[src/rtl/mul_pkg.sv]
// Shared constants and state encoding for the sequential shift-and-add multiplier.
package mul_pkg;

  localparam int WIDTH     = 16;
  localparam int LAST_ITER = WIDTH - 1;

  typedef enum logic [1:0] {
    ST_IDLE = 2'd0,
    ST_RUN  = 2'd1,
    ST_DONE = 2'd2
  } state_t;

endpackage

[src/rtl/mbledhesi16b.sv]
// 16-bit ripple-carry adder with zero carry-in.
module mbledhesi16b (
  input  logic [15:0] A,
  input  logic [15:0] B,
  output logic [15:0] REZ,
  output logic        CarryOut
);

  logic [16:0] carry;

  assign carry[0] = 1'b0;

  for (genvar i = 0; i < 16; i++) begin : g_fa
    assign REZ[i]     = A[i] ^ B[i] ^ carry[i];
    assign carry[i+1] = (A[i] & B[i]) | (carry[i] & (A[i] ^ B[i]));
  end

  assign CarryOut = carry[16];

endmodule

[src/rtl/shumezuesi_seq16b.sv]
// Multi-cycle unsigned 16x16 shift-and-add multiplier with Start/Busy/Done handshake.
// WIDTH is fixed at 16 because the adder instance is a fixed 16-bit ripple adder.
module shumezuesi_seq16b #(
  parameter int WIDTH = 16,
  parameter int CNT_W = 5
) (
  input  logic                 Clock,
  input  logic                 Reset_n,
  input  logic                 Start,
  input  logic [WIDTH-1:0]     A,
  input  logic [WIDTH-1:0]     B,
  output logic                 Busy,
  output logic                 Done,
  output logic [2*WIDTH-1:0]   Product,
  output logic                 Overflow
);

  import mul_pkg::*;

  state_t             state, state_next;
  logic [WIDTH-1:0]   m;
  logic [2*WIDTH-1:0] p;
  logic [2*WIDTH-1:0] p_next;
  logic [CNT_W-1:0]   count;
  logic [WIDTH-1:0]   s;
  logic               c;
  logic               last;

  mbledhesi16b u_add (
    .A        (p[2*WIDTH-1:WIDTH]),
    .B        (m),
    .REZ      (s),
    .CarryOut (c)
  );

  // The adder carry lands in P[31] after the shift, so no product bit is lost.
  assign p_next = p[0] ? {c, s, p[WIDTH-1:1]}
                       : {1'b0, p[2*WIDTH-1:WIDTH], p[WIDTH-1:1]};
  assign last   = (count == CNT_W'(LAST_ITER));

  always_ff @(posedge Clock or negedge Reset_n) begin
    if (!Reset_n) begin
      state <= ST_IDLE;
    end else begin
      state <= state_next;
    end
  end

  always_comb begin
    state_next = state;
    unique case (state)
      ST_IDLE: if (Start) state_next = ST_RUN;
      ST_RUN:  if (last)  state_next = ST_DONE;
      ST_DONE: state_next = ST_IDLE;
      default: state_next = ST_IDLE;
    endcase
  end

  always_comb begin
    Busy = (state == ST_RUN);
    Done = (state == ST_DONE);
  end

  always_ff @(posedge Clock or negedge Reset_n) begin
    if (!Reset_n) begin
      m        <= '0;
      p        <= '0;
      count    <= '0;
      Product  <= '0;
      Overflow <= 1'b0;
    end else begin
      unique case (state)
        ST_IDLE: begin
          if (Start) begin
            m     <= A;
            p     <= {{WIDTH{1'b0}}, B};
            count <= '0;
          end
        end
        ST_RUN: begin
          p     <= p_next;
          count <= count + CNT_W'(1);
          if (last) begin
            Product  <= p_next;
            Overflow <= |p_next[2*WIDTH-1:WIDTH];
          end
        end
        default: ;
      endcase
    end
  end

endmodule

[config.mk]
export PLATFORM = sky130hd
export DESIGN_NAME = shumezuesi_seq16b
export DESIGN_NICKNAME = d
export VERILOG_FILES = /design/src/rtl/mul_pkg.sv /design/src/rtl/mbledhesi16b.sv /design/src/rtl/shumezuesi_seq16b.sv
export SDC_FILE = /design/constraint.sdc
export NUM_CORES = 1
export LEC_CHECK = 0
export BUFFER_PORTS_ARGS = -buffer_cell sky130_fd_sc_hd__clkbuf_2
export CAP_MARGIN = 20
export CORE_UTILIZATION = 51
export DETAILED_ROUTE_END_ITERATION = 10
export PLACE_DENSITY = 0.87
export RECOVER_POWER = 100
export SLEW_MARGIN = 10
export SYNTH_ARGS = -nofsm -noshare
export SYNTH_HDL_FRONTEND = slang
export SYNTH_SLANG_ARGS = --single-unit
[constraint.sdc]
create_clock -name Clock -period 5.9 [get_ports Clock]
set_clock_uncertainty 0.1 [all_clocks]
set_input_delay 1.475 -clock Clock [delete_from_list [all_inputs] [get_ports Clock]]
set_output_delay 1.475 -clock Clock [all_outputs]
set_load 0.03 [all_outputs]
* Word level (Yosys, flattened, before mapping) *
Cells that the tools add are included.

cells by class
  add/subtract/negate cells = 1
  $mul = 0
  divide/modulo/power cells = 0
  order comparisons = 0
  eq/ne operators = 5
  shift-type cells = 0
  mux-type cells = 8
  bitwise logic cells = 77
  reduce and logical (&&, ||, !) cells = 7

operator list
  operator                                               count
  two-way mux 32 bit                                     2
  one-hot mux 32 bit (2 select lines)                    1
  AND 1 bit                                              31
  XOR 1 bit                                              31
  OR reduction 16 bit                                    1
  bitwise OR 1 bit                                       15
  one-hot mux 5 bit (2 select lines)                     1
  AND reduction 2 bit                                    4
  adder 5 x 1 -> 5 bit, second input constant            1
  == test 5 x 4 -> 1 bit, second input constant          1
  two-way mux 5 bit                                      1
  two-way mux 2 bit                                      2
  one-hot mux 2 bit (2 select lines)                     1
  == test 2 x 1 -> 1 bit, second input constant          1
  == test 2 bit, second input constant                   1
  zero test 2 bit                                        1
  inequality test 2 x 1 -> 1 bit, second input constant  1
  inequality test 2 bit, second input constant           1
  nonzero test 2 bit                                     1

storage, ports and cells
  flip-flop bits (word level) = 88
  latch bits = 0
  memory bits (writable) = 0
  ROM bits = 0
  input port bits = 35
  memories kept = 0

* Logic depth before layout (Yosys ltp) *
  depth after elaboration = 33
  mapped depth = 26
  gate-level depth less buffers = 26

* By module *
Synthesis repeated with hierarchy kept, for this count alone.

second synthesis, totals
  cell total of the unflattened synthesis = 333
  area, all modules = 4013.8 um^2

by module, submodules not included
  module             instances  cells each  area each (um^2)  seq. area each (um^2)
  shumezuesi_seq16b  1          307         3663.5            2202.1
  mbledhesi16b       1          26          350.3             0.0

* Least setup slack after synthesis *
No wires, ideal clock.

  path type = reg2reg
  start = register p[16]
  end = register Overflow
  setup time = 0.126 ns
  data arrival time = 6.076 ns
  required time = 5.674 ns
  path slack = -0.402 ns
  cell stages (with the launch flop) = 27
  buffers on the path = 0
  clock period less this slack = 6.302 ns
  cells stage by stage = dfrtp_1 -> ha_1 -> inv_1 -> fa_1 -> inv_1 -> fa_1 -> fa_1 -> fa_1 -> fa_1 -> inv_1 -> fa_1 -> fa_1 -> fa_1 -> inv_1 -> fa_1 -> fa_1 -> fa_1 -> fa_1 -> fa_1 -> inv_1 -> fa_1 -> inv_1 -> fa_1 -> nor4bb_1 -> a22oi_1 -> a211oi_1 -> o21ai_0

between the ends
  word-level cells in the longest chain between the ends = 33
  elaborated cells between the ends (all ways) = 48

ends and longest elaborated chain
  item                      RTL line                 RTL
  start: declaration        shumezuesi_seq16b.sv:22  logic [2*WIDTH-1:0] p;
  start signal: assignment  shumezuesi_seq16b.sv:76  p <= {{WIDTH{1'b0}}, B};
  start signal: assignment  shumezuesi_seq16b.sv:81  p <= p_next;
  AND 1 bit (*)             mbledhesi16b.sv:15       assign carry[i+1] = (A[i] & B[i]) | (carry[i] & (A[i] ^ B[i]));
  AND 1 bit                 mbledhesi16b.sv:15
  bitwise OR 1 bit          mbledhesi16b.sv:15
  AND 1 bit                 mbledhesi16b.sv:15
  bitwise OR 1 bit          mbledhesi16b.sv:15
  AND 1 bit                 mbledhesi16b.sv:15
  bitwise OR 1 bit          mbledhesi16b.sv:15
  AND 1 bit                 mbledhesi16b.sv:15
  [17 not listed]           -
  AND 1 bit                 mbledhesi16b.sv:15
  bitwise OR 1 bit          mbledhesi16b.sv:15
  AND 1 bit                 mbledhesi16b.sv:15
  bitwise OR 1 bit          mbledhesi16b.sv:15
  AND 1 bit                 mbledhesi16b.sv:15
  bitwise OR 1 bit          mbledhesi16b.sv:15
  two-way mux 32 bit (*)    shumezuesi_seq16b.sv:37  assign p_next = p[0] ? {c, s, p[WIDTH-1:1]}
  OR reduction 16 bit (*)   shumezuesi_seq16b.sv:85  Overflow <= |p_next[2*WIDTH-1:WIDTH];
  end signal: assignment    shumezuesi_seq16b.sv:85
  end: declaration          shumezuesi_seq16b.sv:15  output logic Overflow

Mark *: on every way between the ends. The rest lies on a longest branch, timed or not.
A chain may end at the register's enable or synchronous reset.

* Worst setup path in the final report *
  start = register m[0]
  end = register Overflow

between the ends
  word-level cells in the longest chain between the ends = 33
  elaborated cells between the ends (all ways) = 48

ends and longest elaborated chain
  item                      RTL line                 RTL
  start: declaration        shumezuesi_seq16b.sv:21  logic [WIDTH-1:0] m;
  start signal: assignment  shumezuesi_seq16b.sv:66  m <= '0;
  start signal: assignment  shumezuesi_seq16b.sv:75  m <= A;
  AND 1 bit (*)             mbledhesi16b.sv:15
  AND 1 bit                 mbledhesi16b.sv:15
  bitwise OR 1 bit          mbledhesi16b.sv:15
  AND 1 bit                 mbledhesi16b.sv:15
  bitwise OR 1 bit          mbledhesi16b.sv:15
  AND 1 bit                 mbledhesi16b.sv:15
  bitwise OR 1 bit          mbledhesi16b.sv:15
  AND 1 bit                 mbledhesi16b.sv:15
  [17 not listed]           -
  AND 1 bit                 mbledhesi16b.sv:15
  bitwise OR 1 bit          mbledhesi16b.sv:15
  AND 1 bit                 mbledhesi16b.sv:15
  bitwise OR 1 bit          mbledhesi16b.sv:15
  AND 1 bit                 mbledhesi16b.sv:15
  bitwise OR 1 bit          mbledhesi16b.sv:15
  two-way mux 32 bit (*)    shumezuesi_seq16b.sv:37
  OR reduction 16 bit (*)   shumezuesi_seq16b.sv:85

Marked as above.

==> results by group <==
Finish
  – Layout cell share with drive strength beyond 1: 22.00%
  – Layout Utilization: 61.52%
  – Number of nets in the layout: ~490
  – Storage cell area: between 2000 and 2500 sq um
  – Fin cells: 543
  – Fillers: 649
  – Ant. Diodes: 0
  – Multi-input gate area: around 1800 sq um
  – Finished Cell Area: about 4800 sq um
  – Syn-to-layout area delta: 15.70%

Drt
  – Via count: between 2000 and 3000
  – Antenna Nets Post-Route: 0
  – DRT Wirelength: ~8.7 mm
  – First DRT Iteration DRCs: approximately 240
  – DRC Markers: 0
  – Vias/cell: ~5.5
  – Router iterations before antenna repair: 4
  – Routed len/inst: 15.96 um

STA
  – Worst slew pin tran: ~2800 ps
  – Tmin final: about 6300 ps
  – Hold Vio Cnt, Final: 0
  – F_max: between 150 and 200 MHz
  – Final worst path period share: 107.5%
  – PnR worst setup slack: -443.3 ps
  – Fin. max-slew vios: 65
  – Slew margin rel.: -88.92%
  – RSZ-0062 raised after global routing: true
  – Setup violations, final: 3

GRT
  – Largest net degree at the start of global routing: 89
  – Global-route wire length before repair: about 14 mm
  – Vias in the first global route: between 2000 and 3000
  – Gr usage total: about 22%
  – Gr ovfl total: 0
  – Initial antenna violation count: 0

Synth
  – Area of the mapped netlist: 4151 sq um
  – Cells after synthesis: 371
  – Mapped Avg Cell Area: around 11 sq um
  – Mapped Nets: 424
  – Cell taking the most area after synthesis: dfrtp_1
  – EDFF count, synth: 0
  – FFs w/ async S/R, synth: 100.0%
  – Sequential area share after synthesis: around 53%
  – Synth top area share: between 50% and 60%
  – Unique masters post-synth: 39
  – Post-synth top cells: 88 x dfrtp_1, 61 x o21ai_0, 48 x nand2_1
  – Synth area leaders: dfrtp_1 53%, o21ai_0 7.4%, fa_1 7.2%
  – #FFs+latches synth: 88
  – Ys Warns: 0
  – Most frequent cell after synthesis: dfrtp_1
  – Top_reg_cell synth: dfrtp_1

Placed design
  – Post-DP HPWL: ~5.9 mm
  – I/O Buffers: a little under 70
  – Post-Place Cells: 526
  – Place WS: -656.7 ps
  – Area post-placement: between 4000 and 5000 sq um
  – Placer congestion estimate: just under 0.9

Pwr
  – Power per Cell Area: roughly 640 nW/um^2
  – Reg power frac: a little under two fifths
  – Max VDD drop: 0.3336 mV
  – P_sw: 1337 uW
  – Clock share of power: between 15 and 20%
  – Sw Ratio: a little over two fifths
  – Logic pwr share: between 40% and 50%
  – Pint: between 1500 and 2000 uW
  – P_leak: around 0.0021 uW

CTS
  – Clk Latency, worst-skew pair: between 300 and 400 ps
  – Clock Sinks: 88
  – CTS tree: yes
  – Root buf cell: clkbuf_8
  – Num CTS Buffers: 9
  – Clock H-tree levels: 3
  – Postcts setup bufs: 0
  – Hold Buf Count CTS: 0
  – Clock-pin slew on the worst setup and hold paths: 90 ps
  – Clock tree buffer depth: 2

Die
  – Total core area: just under 8000 sq um
  – # IOs: 70
  – DIE AREA: between 8000 and 9000 sq um
  – Site row count: 32
  – Die Height: 92.22 um
  – DIE WIDTH: roughly 92 um
  – Initial core utilization: between 50 and 60%

Outcome
  – Failing checks: capacitance limit, slew limit, setup timing
  – Outcome: finished, violations left

Critical path
  – Worst path arrival time: between 6000 and 7000 ps
  – Setup Crit Path Kind: reg2reg
  – Req. time, crit path: between 6000 and 7000 ps
  – Reg2Reg Depth: 26
  – Worst setup startpoint: m[0]
  – Setup crit end kind: register
  – Startpoint Class: register
  – Reg2reg start: m[0]
  – Crit path max fanout: 2

Hold path
  – Hold Crit Depth: 2
  – Worst Hold Class: reg2reg
  – Min-delay src: Product[15]

Run
  – Total of max-cap violations: 1
-- worst max-delay path, stage by stage, from the launching register on --
cell      delay, ps
dfrtp_1         400
ha_2            190
inv_2            50
fa_2            180
inv_2            40
fa_2            330
fa_2            350
fa_2            360
fa_2            340
inv_2            70
fa_2            200
fa_2            210
fa_2            200
inv_2            40
fa_2            330
fa_2            350
fa_2            350
fa_2            350
fa_2            340
inv_2            60
fa_2            190
inv_2            40
fa_2            430
nor4bb_2        290
a22oi_1         140
a211oi_1        200
o21ai_1          90
-- cell usage in the layout, fill, tap and decap left out, types with 2 or more instances in the layout --
cell / n
nand2_1: 47
a22oi_1: 16
bufinv_16: 3
mux2_1: 12
inv_1: 13
o21ai_1: 4
clkbuf_1: 37
clkbuf_8: 9
mux2i_1: 11
clkbuf_2: 33
and2b_1: 8
clkinv_4: 2
a21oi_1: 15
nor4_1: 3
and3b_1: 2
ha_1: 2
dfrtp_1: 88
inv_2: 7
fa_2: 15
nor2_1: 5
mux2_2: 16
o21ai_0: 57
nor2b_1: 8
nor3_1: 2
nand2b_1: 2
buf_4: 5
-- worst paths after layout --
check / to / slack (ps)
max in group asynchronous: m[2] / 870
min in group asynchronous: Product[11] / 1280
worst min-delay path: Product[15] / 380
worst max register to register: Overflow / -440
worst min register to register: Product[15] / 380
worst max-delay path: Overflow / -440
-- flip-flops by register name, indices dropped and copies added, names as in the netlist --
signal	cells
p	32
count	5
m	16
state	2
Product	32
Overflow	1
-- stage by stage --
step	hold WS [ps]	setup TNS [ps]	power (uW)
after floorplan	349.8	-192.2	2105
after global placement	362.3	-418.8	2455
after detailed placement	370.5	-1028	2547
after CTS	390.9	-459.2	3088
after global routing	411.1	-1028	3293
final	384.2	-496.9	3085
-- cell type report --
type,instances,area share (%)
clock buffer,9,2.579
timing repair buffer,76,7.320
inverter,20,1.563
sequential,88,45.85
multi-input combinational,241,37.38
clock inverter,7,2.657
tap,102,2.657
-- cell families (layout without fill, tap and decap cells) --
kind of cell | Yosys count | after routing | share of synthesized area, %
compound gates | 99 | 99 | 13.32
flops | 88 | 88 | 53.04
simple gates | 85 | 85 | 10.40
buf+inv | 42 | 112 | 4.852
mux | 39 | 39 | 10.25
fa+ha+maj | 18 | 18 | 8.138
-- routing by layer --
metal	global-route usage, %	wire, um
met5	0	0
met4	9.375	187
met3	3.483	370
met2	33.58	4214
met1	30.12	3895
-- power by group through the flow --
stage | Combinational, uW | Clock [uW] | Sequential (uW)
final | 1400 | 513 | 1170
after global routing | 1530 | 547 | 1210
after CTS | 1400 | 522 | 1170
after detailed placement | 1370 | 0 | 1180
after global placement | 1300 | 0 | 1160
after floorplan | 801 | 0 | 1300
-- repair_timing --
| action | 4_1_cts | 5_1_grt |
|---|---|---|
| resized for setup | 9 | 15 |
| pin swaps | 3 | 2 |
| endpoints found under the setup margin | 7 | 7 |
Note: power is estimated with default switching activity, not from simulation.
